File: src/rtl/nx_indirect_access_pkg.sv
// nx_indirect_access_pkg: shared op encoding, port-owner enum and parity helper for indirect access
package nx_indirect_access_pkg;
  localparam int MAX_PAR_BITS = 1024;
  typedef enum logic [1:0] {OP_READ, OP_WRITE, OP_COMPARE, OP_CLEAR} ia_op_e;
  typedef enum logic [1:0] {OWN_NONE, OWN_HW, OWN_SW} owner_e;
  function automatic logic even_parity(input logic [MAX_PAR_BITS-1:0] d);
    return ^d;
  endfunction
endpackage

File: src/rtl/nx_ia_resp_arb.sv
// nx_ia_resp_arb: combinational grant / hw_stall / owner arbitration between hardware and software ports
module nx_ia_resp_arb
  import nx_indirect_access_pkg::*;
(
  input  logic   sw_cs,
  input  logic   yield,
  input  logic   hw_rd,
  input  logic   hw_wr,
  output logic   grant,
  output logic   hw_stall,
  output owner_e owner
);
  logic hw_req;
  assign hw_req   = hw_rd | hw_wr;
  assign grant    = sw_cs & (!hw_req | yield);
  assign hw_stall = hw_req & grant;
  assign owner    = grant ? OWN_SW : hw_req ? OWN_HW : OWN_NONE;
endmodule

File: src/rtl/nx_indirect_access_resp.sv
// nx_indirect_access_resp: shared register-array table with hw/sw ports and CAM compare; parity via NX_IA_RESP_PARITY_EN
module nx_indirect_access_resp
  import nx_indirect_access_pkg::*;
#(
  parameter int N_DATA_BITS   = 64,
  parameter int N_ENTRIES     = 16,
  parameter int N_ADDR_BITS   = 5,
  parameter int N_AINDEX_BITS = 4,
  parameter logic [N_DATA_BITS-1:0] RESET_DATA = '0
) (
  input  logic                     clk,
  input  logic                     rst_n,
  input  logic                     sw_cs,
  input  logic                     sw_ce,
  input  logic                     sw_we,
  input  logic [N_ADDR_BITS-1:0]   sw_add,
  input  logic [N_DATA_BITS-1:0]   sw_wdat,
  input  logic                     reset,
  input  logic                     yield,
  output logic                     grant,
  output logic [N_DATA_BITS-1:0]   sw_rdat,
  output logic                     sw_match,
  output logic [N_AINDEX_BITS-1:0] sw_aindex,
  input  logic                     hw_rd,
  input  logic                     hw_wr,
  input  logic [N_ADDR_BITS-1:0]   hw_add,
  input  logic [N_DATA_BITS-1:0]   hw_wdat,
  output logic [N_DATA_BITS-1:0]   hw_rdat,
  output logic                     hw_rvalid,
  output logic                     hw_stall
`ifdef NX_IA_RESP_PARITY_EN
  ,
  output logic                     hw_perr,
  output logic                     sw_perr
`endif
);
  localparam logic [N_ADDR_BITS:0] DEPTH = N_ENTRIES[N_ADDR_BITS:0];
  owner_e owner;
  logic [N_DATA_BITS-1:0] entries_q [N_ENTRIES];
  logic [N_DATA_BITS-1:0] sw_rdat_q, hw_rdat_q;
  logic sw_match_q, sw_match_d, hw_rvalid_q;
  logic [N_AINDEX_BITS-1:0] sw_aindex_q, sw_aindex_d;
  logic sw_ok, hw_ok, sw_wr, sw_rd, sw_cmp, hw_wr_go, hw_rd_go;
  logic [N_AINDEX_BITS-1:0] sw_idx, hw_idx;
  nx_ia_resp_arb u_arb (
    .sw_cs    (sw_cs),
    .yield    (yield),
    .hw_rd    (hw_rd),
    .hw_wr    (hw_wr),
    .grant    (grant),
    .hw_stall (hw_stall),
    .owner    (owner)
  );
  assign sw_idx   = sw_add[N_AINDEX_BITS-1:0];
  assign hw_idx   = hw_add[N_AINDEX_BITS-1:0];
  assign sw_ok    = {1'b0, sw_add} < DEPTH;
  assign hw_ok    = {1'b0, hw_add} < DEPTH;
  assign sw_wr    = grant & sw_we;
  assign sw_rd    = grant & !sw_we & !sw_ce;
  assign sw_cmp   = grant & sw_ce & !sw_we;
  assign hw_wr_go = (owner == OWN_HW) & hw_wr;
  assign hw_rd_go = (owner == OWN_HW) & hw_rd & !hw_wr;
  // scan downward so the lowest matching index wins
  always_comb begin
    sw_match_d  = 1'b0;
    sw_aindex_d = '0;
    for (int i = N_ENTRIES - 1; i >= 0; i--)
      if (entries_q[i] == sw_wdat) begin
        sw_match_d  = 1'b1;
        sw_aindex_d = N_AINDEX_BITS'(i);
      end
  end
  always_ff @(posedge clk)
    if (!rst_n) begin
      for (int i = 0; i < N_ENTRIES; i++) entries_q[i] <= RESET_DATA;
      sw_rdat_q   <= '0;
      sw_match_q  <= 1'b0;
      sw_aindex_q <= '0;
      hw_rdat_q   <= '0;
      hw_rvalid_q <= 1'b0;
    end else begin
      if (sw_wr && sw_ok) entries_q[sw_idx] <= reset ? RESET_DATA : sw_wdat;
      if (hw_wr_go && hw_ok) entries_q[hw_idx] <= hw_wdat;
      if (sw_rd) sw_rdat_q <= sw_ok ? entries_q[sw_idx] : '0;
      if (sw_cmp) begin
        sw_match_q  <= sw_match_d;
        sw_aindex_q <= sw_aindex_d;
      end
      if (hw_rd_go) hw_rdat_q <= hw_ok ? entries_q[hw_idx] : '0;
      hw_rvalid_q <= hw_rd_go;
    end
  assign sw_rdat   = sw_rdat_q;
  assign sw_match  = sw_match_q;
  assign sw_aindex = sw_aindex_q;
  assign hw_rdat   = hw_rdat_q;
  assign hw_rvalid = hw_rvalid_q;
`ifdef NX_IA_RESP_PARITY_EN
  logic par_q [N_ENTRIES];
  logic hw_perr_q, sw_perr_q;
  always_ff @(posedge clk)
    if (!rst_n) begin
      for (int i = 0; i < N_ENTRIES; i++) par_q[i] <= even_parity(MAX_PAR_BITS'(RESET_DATA));
      hw_perr_q <= 1'b0;
      sw_perr_q <= 1'b0;
    end else begin
      if (sw_wr && sw_ok) par_q[sw_idx] <= even_parity(MAX_PAR_BITS'(reset ? RESET_DATA : sw_wdat));
      if (hw_wr_go && hw_ok) par_q[hw_idx] <= even_parity(MAX_PAR_BITS'(hw_wdat));
      sw_perr_q <= sw_rd && sw_ok && (par_q[sw_idx] != even_parity(MAX_PAR_BITS'(entries_q[sw_idx])));
      hw_perr_q <= hw_rd_go && hw_ok && (par_q[hw_idx] != even_parity(MAX_PAR_BITS'(entries_q[hw_idx])));
    end
  assign hw_perr = hw_perr_q;
  assign sw_perr = sw_perr_q;
`endif
endmodule

File: config.mk
export PLATFORM = sky130hd
export DESIGN_NAME = nx_indirect_access_resp
export DESIGN_NICKNAME = d
export VERILOG_FILES = /design/src/rtl/nx_indirect_access_pkg.sv /design/src/rtl/nx_ia_resp_arb.sv /design/src/rtl/nx_indirect_access_resp.sv
export SDC_FILE = /design/constraint.sdc
export NUM_CORES = 2
export LEC_CHECK = 0
export CORE_UTILIZATION = 35
export DETAILED_ROUTE_END_ITERATION = 7
export PLACE_DENSITY = 0.61
export SKIP_CTS_REPAIR_TIMING = 1
export SLEW_MARGIN = 15
export SYNTH_ARGS = -nofsm -noshare
export SYNTH_HDL_FRONTEND = slang
export SYNTH_SLANG_ARGS = --single-unit
File: constraint.sdc
create_clock -name clk -period 9.6 [get_ports clk]
set_input_delay 1.92 -clock clk [delete_from_list [all_inputs] [get_ports clk]]
set_output_delay 1.92 -clock clk [all_outputs]
set_load 0.005 [all_outputs]
Yosys cells after proc, flatten, opt, wreduce, memory -nomap -nowiden

Memory sizes are Yosys's and may differ from the RTL's.
Cells that the tools add are included.

Register bits: 134
Bits in latches: 0
Bits in writable memories: 1024
Bits in read-only memories: 0
Bits of input ports: 147
Output and inout port bits: 136
Word-level logic and storage cells: 95
Memories kept: 1

Memories:

| memory    | words | bits a word | rd ports | clocked after memory_dff | wr ports | line                          | RTL |
|---|---|---|---|---|---|---|---|
| entries_q | 16    | 64          | 18       | 0                        | 16       | nx_indirect_access_resp.sv:39 | `logic [N_DATA_BITS-1:0] entries_q [N_ENTRIES];` |

$add $sub $neg: 0
Multiply operators: 0
Divide/modulo/power cells: 0
Magnitude comparators: 2
Equal/unequal tests: 17
Shift-type cells: 0
Muxes and demuxes: 50
Bitwise gates (word level): 12
Reduce and logical (&&, ||, !) cells: 8

Operators with widths:

| operator           | number |
|---|---|
| $eq 64x64->1       | 16 |
| $mux 64            | 5 |
| $reduce_or 64->1   | 2 |
| $mux 4             | 18 |
| $mux 1             | 26 |
| $and 1x1->1        | 10 |
| $lt 5x5->1 const B | 2 |
| $logic_not 1->1    | 4 |
| $eq 2x1->1 const B | 1 |
| $logic_and 1x1->1  | 2 |
| $mux 2             | 1 |
| $or 1x1->1         | 2 |

Depth between registers and ports, before layout

An unclocked memory read counts as a cell.

Depth in word-level cells: 18
Gate-level depth with buffers: 10
Depth with buffers taken out: 7

By module

Synthesis repeated with hierarchy kept, for this count alone.

Cells, all modules: 6583
Area total of the unflattened synthesis: 76880.0 µm²

Modules (own cells, without submodules):

| module                  | instances | cells an instance | area an instance (µm²) |
|---|---|---|---|
| nx_indirect_access_resp | 1         | 6577              | 76846.2 |
| nx_ia_resp_arb          | 1         | 6                 | 33.8 |

Least setup slack after synthesis

Ideal clock, no wire load.

Path kind: input to register
Start point: input sw_cs
End point: memory entries_q[4][0], enable pin
Arrival time: 4788 ps
Setup slack: 4389 ps
Stages: 8
Buffers on the path: 2
Cells stage by stage: a2111oi_4 mux2i_1 nand2_1 nor2_1 nand2_1 buf_2 clkbuf_1 nand2_1

RTL lines:

| element     | line                          | RTL |
|---|---|---|
| from (decl) | nx_indirect_access_resp.sv:13 | `input logic sw_cs,` |
| to (decl)   | nx_indirect_access_resp.sv:39 |  |

==> reports/results.ini <==
[sta]
post-route-period-util=0.6448
max_slew_margin=0.007969
max_clock_freq_mhz=161.5
layout_setup_ws_ns=3.410
hold_viol_final=0
holdWs_ns=0.4765
fin_setup_tns_ns=0
period_minus_slack_ns=6.190
finClkSkew_ns=0.03246
setup_violations=0
rsz0062_at_grt=no
drv_slew=0
tightest_slew_ns=1.474

[clocking]
cts-root-buf=clkbuf_16
cts_buffers=143
cts.sink_count=1158
cts.path.max_buffers=3
insertion_delay_ns=0.84
path_clk_slew_ns=0.06
cts_tree=done
htreeDepth=4

[logic_synthesis]
synthArstFlopShare=0
synth.avg_cell_area_sq_um=13.27
ys_top_cells_by_area=edfxtp_1 45%, mux4_2 21%, xnor2_1 7.3%
syn-num-nets=5334
yosys.area.top_type_share=0.4467
synth_cells=5187
yosys.area.top_type=edfxtp_1
synth-main-ff-cell=edfxtp_1
yosysWarnings=0
ys_types=57
netlist_area_sq_um=68840
synth-edff-count=1024
synth_seq_cells=1158
ys_seq_area_frac=0.4856

[placement]
dp_slack_ns=2.759
dp_hpwl_um=309900
gp_congestion=1.180
portBuffers=282
dp.cells=7804
post_dp_cell_area_sq_um=74250

[outcome]
violations=capacitance limit
status=finished with violations

[floorplan]
die_h_um=445.5
pin_count=283
coreArea_sq_um=195200
initial_core_util=0.3527
placementRows=162
die_area_sq_um=198500
die_w_um=445.5

[critical_path]
crit_fanout=64
cp_slowest_cell=nand2_8
critPathBufInv=1
cp.arrival_ns=6.63
end_kind=register
path_delay_family=simple AND/OR/NAND/NOR gates
cpPeakStageDelay_ns=0.98
crit_required_ns=10.04
crit_chain=clkdlybuf4s50_1, nand3b_1, o21bai_1, nor3b_2, nand2_4, nand2_8
cp-start-kind=primary input
criticalPathCategory=primary input to register

[power_and_ir_drop]
power_density_nw_per_um2=184.6
p_leak_nw=24.73
ir_drop_uv=201.5

[detailed_routing]
first_pass_iters=8
ant_nets=0
first_iter_violations=10178
drcViolationCount=0
drt_wl_total_um=418400
wl_per_cell_um=51.64
vias=53851
vias_per_cell=6.647

[worst_hold_path]
hp-class=register to register

[global_route]
grt_pass1_wl_um=529100
antenna_found_initial=73
grt_max_degree=88
grtUsageTotal=0.4164
grt-ovfl-total=0
first_global_vias=48710

[final_layout]
n_fill_cell=18280
area_growth_syn_to_layout_pct=14.78
design_area_sq_um=79020
fin_cells=8102
drive_gt1_frac=0.2195
final_nets=5475

[run]
cap_violations=1

## sequential cells by signal, indices dropped and copies added (netlist names)
register	cells
sw_match	1
hw_rdat	64
sw_aindex	4
hw_rvalid	1
entries_q	1024
sw_rdat	64
## report_power, final
part	internal, W	switching, W	total, W
Clock	0.00305	0.00242	0.00547
Sequential	0.00575	0.000287	0.00604
Combinational	0.000943	0.00214	0.00309
## cell usage after synthesis, drive strengths merged, types with 3 or more instances
library cell	n
nor2	1164
edfxtp	1024
mux4	640
xnor2	576
xor2	448
buf	366
nand4	181
nor4	156
clkbuf	146
dfxtp	134
a22oi	128
a21oi	66
nor3b	66
nand2	39
o21ai	6
and4	5
inv	4
nand2b	3
nand3b	3
nor3	3
## final cells by class
class | instances | area, sq um | area share
diodes | 34 | 85.08 | 0.001077
clock inverters | 57 | 484.2 | 0.006128
repair buffers | 508 | 4623 | 0.05850
inverters | 4 | 20.02 | 0.0002533
clock buffers | 204 | 4044 | 0.05117
well taps | 2624 | 3283 | 0.04155
multi-input cells | 3513 | 33050 | 0.4182
flip-flops and latches | 1158 | 33430 | 0.4231
## layout by cell type (no fill, tap or decap), drive strengths merged, types with 4 or more instances in the layout
cell type      Yosys  routed
a22oi            128     128
xor2             448     448
nor3b             66      66
dfxtp            134     134
edfxtp          1024    1024
clkbuf           146     204
nand4            181     181
clkdlybuf4s50      0     271
clkinv             0      48
bufinv             0       4
inv                4       6
mux4             640     640
buf              366     237
a21oi             66      66
nor4             156     156
nor2            1164    1164
xnor2            576     576
nand2             39      39
and4               5       5
o21ai              6       6
diode              0      34
## kinds of logic (layout without fill, tap and decap cells)
family / after synthesis / count (layout) / share of synthesized area
DFF: 1158 / 1158 / 0.4856
other: 0 / 34 / 0
buffers and inverters: 516 / 773 / 0.04513
xor gates and xnor gates: 1024 / 1024 / 0.1304
AOI/OAI and AO/OA: 215 / 215 / 0.02226
and+or+nand+nor: 1632 / 1632 / 0.1069
muxes: 642 / 642 / 0.2097
## per-stage QoR
step	utilization	total power, W
after floorplan	-	0.007387
after detailed placement	0.3804	0.009010
final	0.4048	0.01459
after global placement	0.3801	0.009006
after global routing	0.4045	0.01464
after CTS	0.4036	0.01436
## per-layer routing
metal	wire length [um]	share of wire	track usage
met4	38630	0.092	0.3183
met3	59250	0.14	0.1772
met5	567	0.0014	0.004640
met2	171700	0.41	0.5752
met1	148300	0.35	0.5108
## tightest hold or removal path: stages, from the launching register on
cell and delay (ns):
dfxtp_1 0.32, inv_1 0.06, a221oi_2 0.05
## final timing paths
path | start | end | slack (ns) | cells after the start
worst max-delay path | sw_add[4] | entries_q[15][17]$_SDFFCE_PN0P_ | 3.41 | 6
worst min-delay path | sw_match$_SDFFE_PN0P_ | sw_match$_SDFFE_PN0P_ | 0.48 | 2
worst max register to register | entries_q[11][4]$_SDFFCE_PN0P_ | sw_aindex[2]$_SDFFE_PN0P_ | 5.22 | 7
worst min register to register | sw_match$_SDFFE_PN0P_ | sw_match$_SDFFE_PN0P_ | 0.48 | 2
No activity file was read; power rests on OpenSTA's default activity.
